### config.mk
export PLATFORM = sky130hd
export DESIGN_NAME = audio_packet_scheduler
export DESIGN_NICKNAME = d
export VERILOG_FILES = /design/src/rtl/audio_packet_scheduler.sv
export SDC_FILE = /design/constraint.sdc
export NUM_CORES = 1
export LEC_CHECK = 0
export CAP_MARGIN = 20
export CORE_AREA = 2 2 153 155
export DETAILED_ROUTE_END_ITERATION = 7
export DIE_AREA = 0 0 155 157
export PLACE_DENSITY_LB_ADDON = 0.08
export SKIP_LAST_GASP = 1
export SLEW_MARGIN = 20
export SYNTH_ARGS = -nofsm -noshare
export SYNTH_HDL_FRONTEND = slang
export SYNTH_SLANG_ARGS = --single-unit
### constraint.sdc
create_clock -name clk_pixel -period 6.2 [get_ports clk_pixel]
set_clock_uncertainty 0.15 [all_clocks]
set_input_delay 1.24 -clock clk_pixel [delete_from_list [all_inputs] [get_ports clk_pixel]]
set_output_delay 1.24 -clock clk_pixel [all_outputs]
set_load 0.02 [all_outputs]
### src/rtl/audio_packet_scheduler.sv
// Packet-slot scheduler for HDMI data islands. Buffers stereo sample pairs,
// raises periodic ACR requests and per-frame InfoFrame requests, and on each
// packet_enable slot picks one packet type with a fairness cap on audio runs.
module audio_packet_scheduler #(
  parameter int unsigned ACR_INTERVAL    = 25200,
  parameter int unsigned FIFO_DEPTH      = 4,
  parameter int unsigned AUDIO_BIT_WIDTH = 24
) (
  input  logic                                clk_pixel,
  input  logic                                reset,
  input  logic                                audio_sample_valid,
  input  logic [1:0][AUDIO_BIT_WIDTH-1:0]     audio_sample_word_in,
  input  logic                                frame_start,
  input  logic                                packet_enable,
  output logic [7:0]                          packet_type,
  output logic [1:0][AUDIO_BIT_WIDTH-1:0]     audio_sample_word_out,
  output logic                                sample_packet_strobe,
  output logic [$clog2(FIFO_DEPTH):0]         fifo_level,
  output logic                                overflow
);

  localparam int unsigned PtrW   = $clog2(FIFO_DEPTH);
  localparam int unsigned LvlW   = PtrW + 1;
  localparam int unsigned TimerW = $clog2(ACR_INTERVAL);

  localparam logic [7:0] PktNull  = 8'h00;
  localparam logic [7:0] PktAcr   = 8'h01;
  localparam logic [7:0] PktAudio = 8'h02;
  localparam logic [7:0] PktAvi   = 8'h82;
  localparam logic [7:0] PktAif   = 8'h84;

  typedef enum logic [2:0] {
    SelNone,
    SelNull,
    SelAcr,
    SelAudio,
    SelAvi,
    SelAif
  } sel_e;

  typedef logic [1:0][AUDIO_BIT_WIDTH-1:0] pair_t;

  // State
  pair_t              mem_q [FIFO_DEPTH];
  logic [PtrW-1:0]    wr_ptr_q, wr_ptr_d;
  logic [PtrW-1:0]    rd_ptr_q, rd_ptr_d;
  logic [LvlW-1:0]    level_q, level_d;
  logic               overflow_q, overflow_d;
  logic [TimerW-1:0]  timer_q, timer_d;
  logic               acr_pending_q, acr_pending_d;
  logic               avi_pending_q, avi_pending_d;
  logic               aif_pending_q, aif_pending_d;
  logic [1:0]         streak_q, streak_d;
  logic [7:0]         pkt_type_q, pkt_type_d;
  pair_t              word_out_q, word_out_d;
  logic               strobe_q, strobe_d;

  sel_e               sel;
  logic               fifo_empty;
  logic               fifo_full;
  logic               timer_wrap;
  logic               pop;
  logic               push_accept;

  assign fifo_empty  = (level_q == '0);
  assign fifo_full   = (level_q == LvlW'(FIFO_DEPTH));
  assign timer_wrap  = (timer_q == TimerW'(ACR_INTERVAL - 1));
  assign pop         = (sel == SelAudio);
  // A full FIFO still accepts a push when the same cycle pops the head.
  assign push_accept = audio_sample_valid && (!fifo_full || pop);

  // Slot arbitration on the pre-update pending flags and FIFO contents.
  always_comb begin
    sel = SelNone;
    if (packet_enable) begin
      if (acr_pending_q) begin
        sel = SelAcr;
      end else if ((avi_pending_q || aif_pending_q) && (streak_q == 2'd2)) begin
        sel = avi_pending_q ? SelAvi : SelAif;
      end else if (!fifo_empty) begin
        sel = SelAudio;
      end else if (avi_pending_q) begin
        sel = SelAvi;
      end else if (aif_pending_q) begin
        sel = SelAif;
      end else begin
        sel = SelNull;
      end
    end
  end

  // Next-state for timer, request flags, FIFO bookkeeping and outputs.
  always_comb begin
    timer_d       = timer_wrap ? '0 : timer_q + TimerW'(1);
    acr_pending_d = acr_pending_q;
    avi_pending_d = avi_pending_q;
    aif_pending_d = aif_pending_q;
    streak_d      = streak_q;
    pkt_type_d    = pkt_type_q;
    word_out_d    = word_out_q;
    strobe_d      = 1'b0;
    wr_ptr_d      = wr_ptr_q;
    rd_ptr_d      = rd_ptr_q;
    level_d       = level_q;
    overflow_d    = overflow_q;

    unique case (sel)
      SelAcr: begin
        pkt_type_d    = PktAcr;
        acr_pending_d = 1'b0;
        streak_d      = 2'd0;
      end
      SelAvi: begin
        pkt_type_d    = PktAvi;
        avi_pending_d = 1'b0;
        streak_d      = 2'd0;
      end
      SelAif: begin
        pkt_type_d    = PktAif;
        aif_pending_d = 1'b0;
        streak_d      = 2'd0;
      end
      SelAudio: begin
        pkt_type_d = PktAudio;
        word_out_d = mem_q[rd_ptr_q];
        strobe_d   = 1'b1;
        streak_d   = (streak_q == 2'd2) ? 2'd2 : streak_q + 2'd1;
      end
      SelNull: begin
        pkt_type_d = PktNull;
        streak_d   = 2'd0;
      end
      default: ;
    endcase

    // Fresh requests override a same-cycle clear.
    if (timer_wrap) acr_pending_d = 1'b1;
    if (frame_start) begin
      avi_pending_d = 1'b1;
      aif_pending_d = 1'b1;
    end

    if (pop) rd_ptr_d = rd_ptr_q + PtrW'(1);
    if (push_accept) wr_ptr_d = wr_ptr_q + PtrW'(1);
    if (audio_sample_valid && !push_accept) overflow_d = 1'b1;

    if (push_accept && !pop) begin
      level_d = level_q + LvlW'(1);
    end else if (!push_accept && pop) begin
      level_d = level_q - LvlW'(1);
    end
  end

  // Control and output registers with synchronous reset.
  always_ff @(posedge clk_pixel) begin
    if (reset) begin
      timer_q       <= '0;
      acr_pending_q <= 1'b0;
      avi_pending_q <= 1'b1;
      aif_pending_q <= 1'b1;
      streak_q      <= 2'd0;
      pkt_type_q    <= PktNull;
      word_out_q    <= '0;
      strobe_q      <= 1'b0;
      wr_ptr_q      <= '0;
      rd_ptr_q      <= '0;
      level_q       <= '0;
      overflow_q    <= 1'b0;
    end else begin
      timer_q       <= timer_d;
      acr_pending_q <= acr_pending_d;
      avi_pending_q <= avi_pending_d;
      aif_pending_q <= aif_pending_d;
      streak_q      <= streak_d;
      pkt_type_q    <= pkt_type_d;
      word_out_q    <= word_out_d;
      strobe_q      <= strobe_d;
      wr_ptr_q      <= wr_ptr_d;
      rd_ptr_q      <= rd_ptr_d;
      level_q       <= level_d;
      overflow_q    <= overflow_d;
    end
  end

  // Sample storage; contents need no reset because the pointers are cleared.
  always_ff @(posedge clk_pixel) begin
    if (!reset && push_accept) begin
      mem_q[wr_ptr_q] <= audio_sample_word_in;
    end
  end

  assign packet_type           = pkt_type_q;
  assign audio_sample_word_out = word_out_q;
  assign sample_packet_strobe  = strobe_q;
  assign fifo_level            = level_q;
  assign overflow              = overflow_q;

endmodule

**Word-level counts from Yosys, hierarchy flattened**

Memory sizes are Yosys's and may differ from the RTL's. A register that Yosys moved wholly into a read port is not among the register bits.
Index checks and enable logic that the tools add are counted.

- Memories kept: 1
- Register bits after elaboration: 37
- Output and inout bits: 61
- Bits in writable memories: 192

- Add/subtract/negate cells: 6
- Equality and inequality tests: 8
- Reduce and logical (&&, ||, !) cells: 20
- Muxes and demuxes: 17

Memory list:

| memory | words | bits a word | rd ports | clocked after memory_dff | wr ports | line | source |
|---|---|---|---|---|---|---|---|
| mem_q | 4 | 48 | 1 | 1 | 1 | 44 | `pair_t mem_q [FIFO_DEPTH];` |

Operator list:

| cell | count |
|---|---|
| case mux 8 bit (5 select lines) | 1 |
| two-way mux 3 bit | 8 |
| adder 15 x 1 -> 15 bit, second input constant | 1 |
| equality test 15 bit, second input constant | 1 |
| equality test 3 bit, second input constant | 3 |
| adder 2 x 1 -> 2 bit, second input constant | 3 |
| equality test 3 x 2 -> 1 bit, second input constant | 2 |
| logical AND 1 bit | 6 |
| two-way mux 1 bit | 6 |
| nonzero test 2 bit | 3 |
| nonzero test 5 bit | 1 |
| logical NOT 1 bit | 4 |
| case mux 2 bit (2 select lines) | 1 |
| OR reduction 2 bit | 2 |
| OR reduction 4 bit | 1 |
| adder 3 x 1 -> 3 bit, second input constant | 1 |
| equality test 3 x 1 -> 1 bit, second input constant | 1 |
| logical NOT 3 bit | 1 |
| subtractor 3 x 1 -> 3 bit, second input constant | 1 |
| equality test 2 bit, second input constant | 1 |
| logical OR 1 bit | 2 |
| two-way mux 2 bit | 1 |

**Longest topological paths before layout**

Gate-level depths: netlist of run 1.

- Word-level depth: 13
- Mapped depth: 13
- Gate-level depth less buffers: 12

**Worst setup path before layout of run 1**

Ideal clock, no wire load.

- Path kind: input to register
- From: input port packet_enable
- To: memory mem_q[1][0] (netlist bit) (enable)
- Required time: 5.527 ns
- Stages on the path: 4
- Path slack: 0.286 ns
- Arrival: 5.241 ns
- Cell sequence: nor2b_1 > a21bo_2 > nand2_1 > nor3b_1

- Word-level cells in the longest chain between the ends: 7

RTL lines:

| item | line | source |
|---|---|---|
| start, declared | 14 | `input logic packet_enable,` |
| two-way mux 3 bit | 75 | `if (packet_enable) begin` |
| equality test 3 x 2 -> 1 bit | 68 | `assign pop = (sel == SelAudio);` |
| logical OR 1 bit | 70 | `assign push_accept = audio_sample_valid && (!fifo_full \|\| pop);` |
| logical AND 1 bit | 70 |  |
| logical AND 1 bit | 187 | `if (!reset && push_accept) begin` |
| two-way mux 1 bit | 187 |  |
| two-way mux 1 bit (implied by the code) | 188 | `mem_q[wr_ptr_q] <= audio_sample_word_in;` |
| end, declared | 44 |  |

Every way passes these cells.

**Final worst setup path of run 1**

- From: input port packet_enable
- To: register level_q[2] (netlist: fifo_level[2])

- Word-level cells in the longest chain between the ends: 7

RTL lines:

| item | line | source |
|---|---|---|
| two-way mux 3 bit * | 75 |  |
| equality test 3 x 2 -> 1 bit * | 68 |  |
| logical OR 1 bit | 70 |  |
| logical AND 1 bit | 70 |  |
| logical NOT 1 bit | 149 | `end else if (!push_accept && pop) begin` |
| logical AND 1 bit | 149 |  |
| nonzero test 2 bit (no source line) | n/a |  |
| end signal, assigned | 180 | `level_q <= level_d;` |
| end, declared | 47 | `logic [LvlW-1:0] level_q, level_d;` |

Mark *: on every way between the ends. The rest lies on a longest branch, timed or not.
A chain may end at the register's enable or synchronous reset.

==> impl_summary.log, run 1 <==
INFO  metric worst_setup_path_end_kind = register
INFO  metric outcome = finished clean
INFO  metric design_area = 0.01240 sq mm
INFO  metric critical_path.max_fanout = 5
INFO  metric ant_nets = 0
INFO  metric grt_setup_unrepaired = false
INFO  metric cts_root_buf = clkbuf_16
INFO  metric worst_hold_slack = 301.1 ps
INFO  metric asyncSetResetFlopFracSynth = 0%
INFO  metric portBuffers = 109
INFO  metric grt_first_pass_wirelength = 31,010 microns
INFO  metric fp.dieArea = 0.02434 sq mm
INFO  metric cts.path.max_buffers = 3
INFO  metric syn_area_per_cell = 15.95 sq um
INFO  metric min_path_type = register to register
INFO  metric hpwlAfterDp = 10,820 microns
INFO  metric post_drt_wl_per_cell = 18.31 microns
INFO  metric final_total_negative_setup_slack = 0 ps
INFO  metric hold_viol = 0
INFO  metric iteration_count_of_the_initial_detailed_routing_pass = 4
INFO  metric ys_ff_latch = 273
INFO  metric place_congestion = 0.6642
INFO  metric cts_tree = built
INFO  metric timing.setup.critical_path_class = primary input to register
INFO  metric dp_worst_slack = 2156 ps
INFO  metric setup.worst_path.start_class = primary input
INFO  metric nets = 809
INFO  metric finalSetupViolations = 0
INFO  metric postLayoutSetupSlackWorst = 2678 ps
INFO  metric chipWidth = 155 microns
INFO  metric fmax = 283.9 MHz
INFO  metric path_common_cell = inv_1
INFO  metric clk_latency = 520 ps
INFO  metric route.vias.total = 5,454
INFO  metric placed_cells = 1,001
INFO  metric hold_buffers = 0
INFO  metric final_layout_size_suffix_gt1_share = 14.69%
INFO  metric worst-endpoint-required = 6500 ps
INFO  metric fin_cells = 1,054
INFO  metric path_buf_inv = 3
INFO  metric std_cell_rows = 55
INFO  metric relSlewSlack = 42.82%
INFO  metric synth_top_cell_by_area = edfxtp_1
INFO  metric grt_pass1_vias = 5,705
INFO  metric path_delay_family = simple AND/OR/NAND/NOR gates
INFO  metric max_slew.worst_pin.slew = 857.7 ps
INFO  metric power = 4.908 mW
INFO  metric diodes_inserted = 0
INFO  metric ir_worst_vdd = 0.2143 mV
INFO  metric commonest_non_fill_non_tap_cells_in_the_layout = edfxtp_1, clkdlybuf4s50_1, nand2_1, dfxtp_1, a21oi_1
INFO  metric syn_warnings = 0
INFO  metric cts.repair_timing.setup_buffer_count = 0
INFO  metric netlist_area = 0.01007 sq mm
INFO  metric starting_density_of_the_core = 44.74%
INFO  metric fin_crit = 3522 ps
INFO  metric post_synth_main_area_contributors = edfxtp_1, dfxtp_1, mux4_2
INFO  metric worst_path_largest_cell_delay = 530 ps
INFO  metric antenna_violations_before_repair = 0
INFO  metric period_share = 56.81%
INFO  metric core = 0.02250 sq mm
INFO  metric path_cells = clkdlybuf4s50_1 -> nor2b_1 -> a21bo_2 -> nand2_1 -> inv_1 -> ha_1 -> inv_1 -> fa_1 -> xor2_1 -> or3_2 -> a21oi_1
INFO  metric grt_start_max_net_pins = 74
INFO  metric depth_of_the_cts_h_tree = 1
INFO  metric power-per-cell-area = 395.7 mW/mm^2
INFO  metric drt_drc_violations_left = 0
INFO  metric clkTransAtPathRegs = 60 ps
INFO  metric max_cap_violations = 0
INFO  metric clock-sinks = 273
INFO  metric postLayoutCoreUtil = 55.11%
INFO  metric n_fill_cell = 1,803
INFO  metric slew_violations = 0
INFO  metric edff_count_synth = 192
INFO  metric synth_top_area_share = 57.27%
INFO  metric detail_route.vias_per_cell = 5.175
INFO  metric synth_seq_area_share = 73.38%
INFO  metric cellLeakagePower = 4.049 nW
INFO  metric area_delta_synth_final = 23.19%
INFO  metric die_height = 157 microns
INFO  metric slowest_stage = clkdlybuf4s50_1
INFO  metric tritoncts.num_buffers = 28
INFO  metric wirelength = 19,300 microns
INFO  metric critical_path_arrival = 3820 ps
INFO  metric detailedRoute.firstIterationViolations = 256
INFO  metric layout_commonest_cell = edfxtp_1
INFO  metric ys_dominant_reg_cell = edfxtp_1
INFO  metric post_synth_num_cell_types = 44
INFO  metric post_cts_resized = 0
INFO  metric grt_util_all_layers = 16.41%
INFO  metric netlist_instances = 631
INFO  metric dpl-instance-area = 0.01145 sq mm
INFO  metric design.portCount = 114
INFO  metric grt_remaining_overflow = 0
## metal layers
| layer | routed length (microns) | vias up | share of wire [%] | GRT usage (%) |
|---|---|---|---|---|
| li1 | - | 2574 | - | - |
| met1 | 8568 | 2729 | 44 | 22.32 |
| met3 | 877 | 25 | 4.5 | 2.395 |
| met4 | 309 | 0 | 1.6 | 4.365 |
| met5 | 0 | - | 0 | 0 |
| met2 | 9544 | 126 | 49 | 27.96 |
## path summary, 6_finish.rpt
path	end	startpoint	slack, ps	cells past startpoint
max	fifo_level[2]$_SDFFE_PP0P_	packet_enable	2680	11
min	audio_sample_word_out[29]$_SDFFE_PP0P_	audio_sample_word_out[29]$_SDFFE_PP0P_	300	2
max reg2reg	fifo_level[2]$_SDFFE_PP0P_	streak_q[0]$_SDFFE_PP0P_	3350	12
min reg2reg	audio_sample_word_out[29]$_SDFFE_PP0P_	audio_sample_word_out[29]$_SDFFE_PP0P_	300	2
## cell usage after synthesis (2+ instances only)
| cell type | number |
|---|---|
| nor2_1 | 27 |
| clkbuf_1 | 15 |
| nand2b_1 | 2 |
| nand4_1 | 7 |
| a22oi_1 | 2 |
| xor2_1 | 9 |
| buf_4 | 5 |
| edfxtp_1 | 192 |
| nor4_1 | 2 |
| nor3_1 | 2 |
| nor3b_1 | 6 |
| nand2_1 | 106 |
| buf_1 | 3 |
| inv_1 | 10 |
| nand3_1 | 5 |
| ha_1 | 8 |
| o21ai_0 | 3 |
| xnor2_1 | 8 |
| mux4_2 | 48 |
| and3_1 | 2 |
| buf_2 | 12 |
| or3_1 | 2 |
| dfxtp_1 | 81 |
| a21oi_1 | 53 |
| mux2i_1 | 2 |
## cell type report
class                   count  area, sq um  area share [%]
flip-flops and latches    273         7392           59.60
multi-input cells         315         2506           20.21
repair buffers            118         1179           9.504
clock buffers              41        820.8           6.618
well taps                 285        356.6           2.875
clock inverters            11        106.4          0.8575
inverters                  11        41.29          0.3329
## kinds of logic (layout without fill, tap and decap cells)
kind of cell / count (synthesis) / in the layout / share of synthesized area (%)
AO/OA/AOI/OAI: 65 / 65 / 3.468
XOR/XNOR: 17 / 17 / 1.479
adder cells (fa/ha/maj): 9 / 9 / 1.193
buffers and inverters: 46 / 181 / 2.051
flip-flops: 273 / 273 / 73.38
multiplexers: 50 / 50 / 10.94
other: 1 / 4 / 0.03725
AND/OR/NAND/NOR: 170 / 170 / 7.457
## power by group
group | switching [mW] | total (mW) | leakage (nW) | internal, mW
combinational | 0.535 | 1.03 | 1.18 | 0.500
sequential | 0.114 | 2.22 | 2.41 | 2.11
clock | 0.652 | 1.65 | 0.459 | 0.998
total | 1.30 | 4.91 | 4.05 | 3.61
## sequential cells by signal (all words and copies together), names as in the netlist, 2 cells and up
signal,count
mem_q,192
audio_sample_word_out,48
timer_q,15
packet_type,4
fifo_level,3
rd_ptr_q,2
streak_q,2
wr_ptr_q,2
## tightest hold or removal path: stages, from the launching register on
cell and delay, ps:
dfxtp_1 310, nand2_1 50, a21oi_1 50
No activity file was read; power rests on OpenSTA's default activity.
==> inputs of run 2 (changes only) <==
==> constraint.sdc (replaced) <==
create_clock -name clk_pixel -period 3.1 [get_ports clk_pixel]
set_clock_uncertainty 0.15 [all_clocks]
set_input_delay 0.62 -clock clk_pixel [delete_from_list [all_inputs] [get_ports clk_pixel]]
set_output_delay 0.62 -clock clk_pixel [all_outputs]
set_load 0.02 [all_outputs]
==> impl_summary.log, run 2 (synthesis gave the netlist of run 1 again) <==
INFO  metric slew_violations = 0 (unchanged)
INFO  metric ir_worst_vdd = 0.4041 mV (+89%)
INFO  metric final_layout_size_suffix_gt1_share = 14.52% (-0.17 points)
INFO  metric cts_tree = built
INFO  metric power-per-cell-area = 773.2 mW/mm^2 (+95%)
INFO  metric area_delta_synth_final = 24.09%
INFO  metric fin_crit = 2765 ps
INFO  metric min_path_type = register to register
INFO  metric die_height = 157 microns (unchanged)
INFO  metric diodes_inserted = 0 (unchanged)
INFO  metric grt_util_all_layers = 16.86% (+0.45 points)
INFO  metric postLayoutSetupSlackWorst = 335.2 ps (-2343 ps)
INFO  metric starting_density_of_the_core = 44.74% (unchanged)
INFO  metric commonest_non_fill_non_tap_cells_in_the_layout = edfxtp_1, clkdlybuf4s50_1, nand2_1, dfxtp_1, a21oi_1
INFO  metric route.vias.total = 5,593 (+2.5%)
INFO  metric clk_latency = 520 ps (about the same)
INFO  metric critical_path.max_fanout = 5 (unchanged)
INFO  metric crit_path_start = streak_q[0]$_SDFFE_PP0P_
INFO  metric cts_root_buf = clkbuf_16
INFO  metric logic_gate_share_of_total_power = 22.1% (+1.0 points)
INFO  metric std_cell_rows = 55 (unchanged)
INFO  metric grt_pass1_vias = 5,686 (-0.33%)
INFO  metric fmax = 361.7 MHz
INFO  metric hold_path.startpoint = audio_sample_word_out[28]$_SDFFE_PP0P_
INFO  metric iteration_count_of_the_initial_detailed_routing_pass = 4 (unchanged)
INFO  metric cts.repair_timing.setup_buffer_count = 0 (unchanged)
INFO  metric portBuffers = 109 (unchanged)
INFO  metric cts.path.max_buffers = 3 (unchanged)
INFO  metric tritoncts.num_buffers = 29 (+3.6%)
INFO  metric relSlewSlack = 47.60% (+4.8 points)
INFO  metric timing.setup.critical_path_class = register to register
INFO  metric layout_commonest_cell = edfxtp_1
INFO  metric drt_drc_violations_left = 0 (unchanged)
INFO  metric grt_setup_unrepaired = false
INFO  metric hpwlAfterDp = 11,700 microns (+8.1%)
INFO  metric critical_path_arrival = 3070 ps (-750 ps)
INFO  metric internal_power = 7.028 mW (+95%)
INFO  metric post_cts_resized = 0 (unchanged)
INFO  metric largest-register = mem_q
INFO  metric hold_buffers = 0 (unchanged)
INFO  metric power.switching_fraction = 27.23% (+0.74 points)
INFO  metric worstReg2RegStart = streak_q[0]$_SDFFE_PP0P_
INFO  metric antenna_violations_before_repair = 0 (unchanged)
INFO  metric depth_of_the_cts_h_tree = 1 (unchanged)
INFO  metric core = 0.02250 sq mm (unchanged)
INFO  metric nets = 818 (+1.1%)
INFO  metric place_congestion = 0.7505 (+13%)
INFO  metric ant_nets = 0 (unchanged)
INFO  metric grt_remaining_overflow = 0 (unchanged)
INFO  metric clock_power_share = 31.7% (-1.9 points)
INFO  metric postLayoutCoreUtil = 55.51% (+0.40 points)
INFO  metric hold_viol = 0 (unchanged)
INFO  metric detailedRoute.firstIterationViolations = 276 (+7.8%)
INFO  metric outcome = finished clean
INFO  metric detail_route.vias_per_cell = 5.262 (+1.7%)
INFO  metric setup.worst_path.start_class = register
INFO  metric seq_power_share = 46.2% (+0.9 points)
INFO  metric n_fill_cell = 1,818 (+0.83%)
INFO  metric fp.dieArea = 0.02434 sq mm (unchanged)
INFO  metric largest_register_ffs = 192 (unchanged)
INFO  metric dp_worst_slack = -121.8 ps (-2278 ps)
INFO  metric design.portCount = 114 (unchanged)
INFO  metric power.net_switching = 2.630 mW (+100%)
INFO  metric clkTransAtPathRegs = 60 ps (about the same)
INFO  metric max_cap_violations = 0 (unchanged)
INFO  metric finalSetupViolations = 0 (unchanged)
INFO  metric chipWidth = 155 microns (unchanged)
INFO  metric max_slew.worst_pin.slew = 786.0 ps (-71.69 ps)
INFO  metric grt_start_max_net_pins = 52 (-30%)
INFO  metric worst_setup_path_end_kind = register
INFO  metric cellLeakagePower = 4.079 nW (+0.75%)
INFO  metric worst-endpoint-required = 3400 ps (-3100 ps)
INFO  metric wirelength = 20,290 microns (+5.2%)
INFO  metric period_share = 89.19%
INFO  metric post_drt_wl_per_cell = 19.09 microns (+4.3%)
INFO  metric clock-sinks = 273 (unchanged)
INFO  metric grt_first_pass_wirelength = 31,610 microns (+1.9%)
-- run 2: changes by cell type in the layout (fill, tap and decap cells not counted) --
cell	before	now
nor3b_2	4	0
bufinv_16	2	0
clkinv_1	1	4
buf_2	1	0
clkbuf_1	7	13
clkinvlp_4	1	0
clkbuf_8	5	2
nor3b_4	0	4
buf_12	2	9
buf_4	7	9
clkinv_2	7	5
-- run 2: per-stage QoR --
stage | setup TNS, ps | power [mW] | std cells | area [sq um] | hold WS (ps)
after floorplan | -102340 | 5.851 | 634 | 10100 | 287.7
after global placement | -19.41 | 6.677 | 1010 | 11650 | 291.4
after detailed placement | -121.8 | 6.729 | 1010 | 11650 | 297.4
after CTS | 0 | 9.814 | 1063 | 12490 | 304.8
after global routing | 0 | 10.12 | 1063 | 12490 | 323.8
final | 0 | 9.658 | 1063 | 12490 | 302.8
-- run 2: cell type report --
type | count | area (sq um) | area share [%]
flip-flops and latches | 273 | 7392 | 59.17
inverters | 11 | 41.29 | 0.3305
multi-input cells | 315 | 2531 | 20.26
well taps | 285 | 356.6 | 2.855
clock buffers | 44 | 802.0 | 6.420
repair buffers | 126 | 1329 | 10.64
clock inverters | 9 | 40.04 | 0.3205
-- run 2: layer usage --
layer,global-route usage (%),vias up,part of all wire [%]
met1,22.01,2824,43
met3,2.698,31,4.9
met2,29.78,140,50
li1,-,2598,-
met5,0,-,0
met4,4.101,0,1.7
-- run 2: power by group through the flow --
stage          clock [mW]  combinational, mW  sequential, mW
2_1_floorplan           0               1.21            4.64
3_3_place_gp            0               2.14            4.53
3_5_place_dp            0               2.17            4.56
4_1_cts              3.15               2.18            4.48
5_1_grt              3.29               2.32            4.51
6_report             3.06               2.14            4.47
-- run 2: worst paths after layout --
kind,cells after the start,endpoint,slack (ps)
min reg2reg,2,audio_sample_word_out[28]$_SDFFE_PP0P_,300
max,12,fifo_level[2]$_SDFFE_PP0P_,340
max reg2reg,12,fifo_level[2]$_SDFFE_PP0P_,340
min,2,audio_sample_word_out[28]$_SDFFE_PP0P_,300
-- run 2: worst max-delay path: stages, from the launching register on --
cell,delay (ps)
dfxtp_1,330
inv_1,60
ha_1,180
o21ai_1,240
a21bo_2,210
nand2_1,70
inv_1,90
ha_1,170
inv_1,60
fa_1,380
xor2_1,170
or3_2,410
a21oi_1,150
==> edit 1: new RTL, config.mk and constraints of run 1 <==
Make the reset (`reset`) asynchronous in one clocked block. Comments in the files are not updated.
--- a/src/rtl/audio_packet_scheduler.sv
+++ b/src/rtl/audio_packet_scheduler.sv
@@ -154,3 +154,3 @@
   // Control and output registers with synchronous reset.
-  always_ff @(posedge clk_pixel) begin
+  always_ff @(posedge clk_pixel or posedge reset) begin
     if (reset) begin
Formal check against the unedited RTL: differs if reset is asserted again (counterexample within 4 cycles, from zero or initial values and one cycle with reset high); with reset held inactive, the same outputs for 4 cycles.
==> edit 1 against run 1 <==
Sequential cell count is the same. Design area up 2.7%. Non-clock buffer count is 1 lower. Combinational power is 67% higher. Area after synthesis is 2.3% higher. Total power grew 22%. Setup slack worse by 0.18 ns. Routed wire length fell by 3.0%. Critical path type unchanged.
==> edit 1: results (changes against run 1) <==
metric,value,unit,change
status,completed,,
post-CTS sizing,0,,unchanged
leakage power,4.52,nW,+12%
detailed-placement wirelength estimate,11300,µm,+4.1%
hold wc startpoint,overflow,,
xor and xnor fraction of the mapped netlist area,1.45,%,-0.033 points
number of inserted diodes,0,,unchanged
First-pass DRT Iterations,4,,unchanged
initial antenna violation count,0,,unchanged
adder-cell area share of the yosys netlist,1.17,%,-0.027 points
layout cells sized above 1,25.2,%,+10 points
pin count of the biggest net entering global routing,60,,-19%
reg2reg path depth,7,,-5
fill cell count,1717,,-4.8%
vias in the first global route,5332,,-6.5%
Post-synth EDFFs,192,,unchanged
total of warnings raised by yosys,0,,unchanged
setup repair bufs after CTS,0,,unchanged
mean post-synth cell area,20.6,µm²,+29%
H-tree depth,1,,unchanged
1st-iter DRT viols,235,,-8.2%
R2R Path Start,streak_q[0],,
Synth Area in Compound Gates,1.01,%,-2.5 points
post-route insts no fill,937,,-11%
Synth async-reset ratio,29.7,%,+30 points
Post-Place Setup Slack,1.84,ns,-0.313 ns
worst slew margin relative to its limit,39.1,%,-3.7 points
"Max FO, Critical Path",33,,+28
clock latency on the worst-skew pair,0.53,ns,
gp weighted congestion,0.685,,+3.2%
most flop-heavy register,mem_q,,
wire per inst,20.0,µm,+9.2%
clk slew on worst S/H paths,0.06,ns,about the same
sequential-to-total area share from yosys stat,75.7,%,+2.3 points
first-pass GRT wire length,29700,µm,-4.3%
via/cell ratio,5.29,,+2.2%
number of CTS-inserted buffers,28,,unchanged
flop-to-flop setup slack,3.21,ns,-0.14 ns
reg2reg end,mem_q[3][3],,
worst hold stages,1,,-1
clk root buf,clkbuf_16,,
peak supply drop,0.296,mV,+38%
dpl cells,884,,-12%
hold worst-path end,overflow,,
Netlist cell types,39,,-11%
HP Class,flip-flop to flip-flop,,
nets,692,,-14%
Max clock buf depth,3,,unchanged
ys flop type,edfxtp_1,,
largest cells by area after synthesis,"edfxtp_1 56%, dfrtp_1 19%, mux4_2 10%, mux2_2 5.6%, ha_1 0.97%",,
Post-synth top cells,"192 x edfxtp_1, 79 x dfrtp_1, 51 x mux2_2",,
Worst EP arrival,3.76,ns,-0.06 ns
Setup crit start,packet_enable,,
max reg flops,192,,unchanged
multiplexer share of the synthesized area,16.1,%,+5.1 points
PortBufs,109,,unchanged
Total GRT Usage,15.8,%,-0.59 points
edit 1: cell count changes after synthesis, sizes merged, moves of 10 or more:
cell / run 1 / this run
nand2: 106 / 9
a21oi: 53 / 0
nor2: 27 / 14
mux2: 0 / 51
dfxtp: 81 / 0
clkbuf: 15 / 5
dfrtp: 0 / 79
edit 1: cells by family (layout without fill, tap and decap cells):
kind of cell	Yosys count	in the layout
flops	273	273
mux	99	99
fa+ha+maj	9	9
buf+inv	31	179
simple gates	56	56
other cells	1	4
xor+xnor	17	17
compound gates	15	15
edit 1: how the worst max path moves through the flow:
stage,depth (start not counted),to,slack [ns]
after global routing,6,mem_q[3][6],2.30
after floorplan,3,mem_q[0][0],1.13
final,6,mem_q[3][3],2.50
after global placement,6,mem_q[1][7],1.91
after CTS,6,mem_q[1][5],2.38
after detailed placement,6,mem_q[1][8],1.84
edit 1: final cells by class:
| class | instances | area (µm²) | area share, % |
|---|---|---|---|
| clock buffers | 36 | 782 | 6.14 |
| multi-input cells | 200 | 2380 | 18.7 |
| inverters | 10 | 40.0 | 0.314 |
| well taps | 285 | 357 | 2.80 |
| flip-flops and latches | 273 | 7800 | 61.2 |
| repair buffers | 117 | 1170 | 9.20 |
| clock inverters | 16 | 209 | 1.64 |
edit 1: per-stage QoR:
step / instance area (µm²) / util (%) / hold slack [ns]
floorplan: 10300 / - / 0.298
global placement: 11700 / 52.1 / 0.313
detailed placement: 11700 / 52.1 / 0.317
CTS: 12700 / 56.5 / 0.332
global route: 12700 / 56.6 / 0.357
finish: 12700 / 56.6 / 0.333
edit 1: power by group:
part | internal [mW] | switching, mW
combinational | 0.921 | 0.800
clock | 1.10 | 0.666
sequential | 2.32 | 0.189
edit 1: per-layer routing:
metal  track usage (%)  vias to the layer above  routed length (µm)
met5                 0                        -                   0
li1                  -                     2231                   -
met4              3.48                        0                 229
met3              2.78                       21                 709
met2              27.7                      102                9680
met1              20.9                     2599                8110
edit 1: worst max-delay path, stage by stage:
cell and delay [ns]:
clkdlybuf4s50_1 0.56, nand2b_1 0.18, o21ai_0 0.28, and3_1 0.30
and2_2 0.79, buf_4 0.40
==> edit 2: new RTL, config.mk and constraints of run 1 <==
Made on the original files. The parameter `AUDIO_BIT_WIDTH` goes from 24 to 12.
--- a/src/rtl/audio_packet_scheduler.sv
+++ b/src/rtl/audio_packet_scheduler.sv
@@ -6,3 +6,3 @@
   parameter int unsigned FIFO_DEPTH      = 4,
-  parameter int unsigned AUDIO_BIT_WIDTH = 24
+  parameter int unsigned AUDIO_BIT_WIDTH = 12
 ) (
Interface: changed (resized audio_sample_word_in and audio_sample_word_out); port bits go from 114 to 66. No check against the original RTL was run, so the function may have changed too.
==> edit 2 against run 1 <==
Non-clock buffer count down 51. Register-to-register slack worse by 0.10 ns. Total power shrank 42%. Setup slack worse by 0.23 ns. Die area unchanged. Sequential cell count decreased by 120. Global-route usage down 5.5 points. Area after synthesis shrank 42%. Routed wire length shrank 35%. Clock power decreased by 41%. First-iteration DRC count fell by 53%. Design area down 41%. Count of clock-buffer cells in the layout shrank 22. Final cell count decreased by 27%. Highest routed layer unchanged.
==> edit 2: results (changes against run 1) <==
metric,value,unit,change
first-pass GRT wire length,19600,µm,-37%
peak supply drop,0.162,mV,-24%
largest cells by area after synthesis,"edfxtp_1 49%, dfxtp_1 20%, mux4_2 9.3%, nand2_1 3.5%, a21oi_1 2.4%",,
fill cell count,2211,,+23%
worst slew pin tran,0.896,ns,+0.0380 ns
Final period util,60.5,%,+3.7 points
global-route met1 utilization,13.8,%,-8.6 points
hold_ws,0.294,ns,-0.00686 ns
Total GRT Usage,10.9,%,-5.5 points
flop-to-flop setup slack,3.25,ns,-0.10 ns
Power Internal,2.03,mW,-44%
clock latency on the worst-skew pair,0.41,ns,-0.11 ns
Post-synth top cells,"96 x edfxtp_1, 57 x dfxtp_1, 55 x nand2_1",,
number of CTS-inserted buffers,17,,-39%
layout cells sized above 1,13.9,%,-0.82 points
Vias,3279,,-40%
Post-Place Setup Slack,2.01,ns,-0.145 ns
sequential-to-total area share from yosys stat,68.9,%,-4.5 points
Worst EP arrival,3.94,ns,+0.12 ns
"Max FO, Critical Path",29,,+24
status,completed,,
met3 Use GR,3.74,%,+1.3 points
1st-iter DRT viols,121,,-53%
pin count of the biggest net entering global routing,45,,-39%
Post-synth EDFFs,96,,-50%
nets,508,,-37%
Netlist cell types,42,,-4.5%
gp weighted congestion,0.670,,+0.80%
leakage power,2.39,nW,-41%
==> edit 2: cell types whose count changed after synthesis, sizes merged, moves of 3 or more <==
cell    before  now
a21oi       53   28
and3         2    9
buf         20   15
clkbuf      15    6
dfxtp       81   57
edfxtp     192   96
mux4        48   24
nand2      106   55
nand4        7    3
nor3         2    5
nor3b        6    0
xnor2        8   11
xor2         9    5
==> edit 2: stage by stage <==
step / instance area, µm² / std cells
floorplan: 5850 / 405
global placement: 6720 / 735
detailed placement: 6740 / 736
CTS: 7290 / 768
global route: 7290 / 768
finish: 7290 / 768
==> edit 2: logic make-up after synthesis <==
kind of cell,Yosys count,share of synthesized area (%)
and+or+nand+nor,120,9.34
DFF,153,68.9
other,1,0.0642
AOI/OAI and AO/OA,44,4.35
xor gates and xnor gates,16,2.40
adders and majority gates,9,2.06
buffers and inverters,32,3.11
muxes,27,9.79
==> edit 2: worst paths after layout <==
path                  from       endpoint  depth (start not counted)
max reg2reg  fifo_level[0]  fifo_level[2]                          9
min             timer_q[0]     timer_q[0]                          1
max          packet_enable  fifo_level[2]                         10
min reg2reg     timer_q[0]     timer_q[0]                          1
==> edit 2: area by class of cell <==
type	instances	area [µm²]	share of cell area, %
multi-input cells	220	1650	22.6
repair buffers	67	663	9.10
inverters	11	43.8	0.601
well taps	285	357	4.89
clock inverters	13	120	1.65
flip-flops and latches	153	4030	55.2
clock buffers	19	433	5.94
==> edit 2: per-layer routing <==
layer | vias up | part of all wire [%]
met5 | - | 0
met4 | 0 | 0.56
met3 | 4 | 3.2
met2 | 56 | 48
met1 | 1613 | 48
li1 | 1606 | -
==> edit 2: power groups by stage <==
stage | Combinational (mW) | Sequential (mW) | Clock [mW]
3_3_place_gp | 0.564 | 1.31 | 0
4_1_cts | 0.621 | 1.26 | 1.01
6_report | 0.603 | 1.25 | 0.973
2_1_floorplan | 0.363 | 1.31 | 0
5_1_grt | 0.666 | 1.27 | 1.05
3_5_place_dp | 0.616 | 1.28 | 0
==> edit 2: critical path, cell delays in order <==
cell,delay (ns)
clkdlybuf4s50_1,0.54
and2b_1,0.28
and3_4,0.29
inv_4,0.29
ha_1,0.24
inv_1,0.06
fa_1,0.37
xor2_1,0.15
or3_1,0.30
a21oi_1,0.14
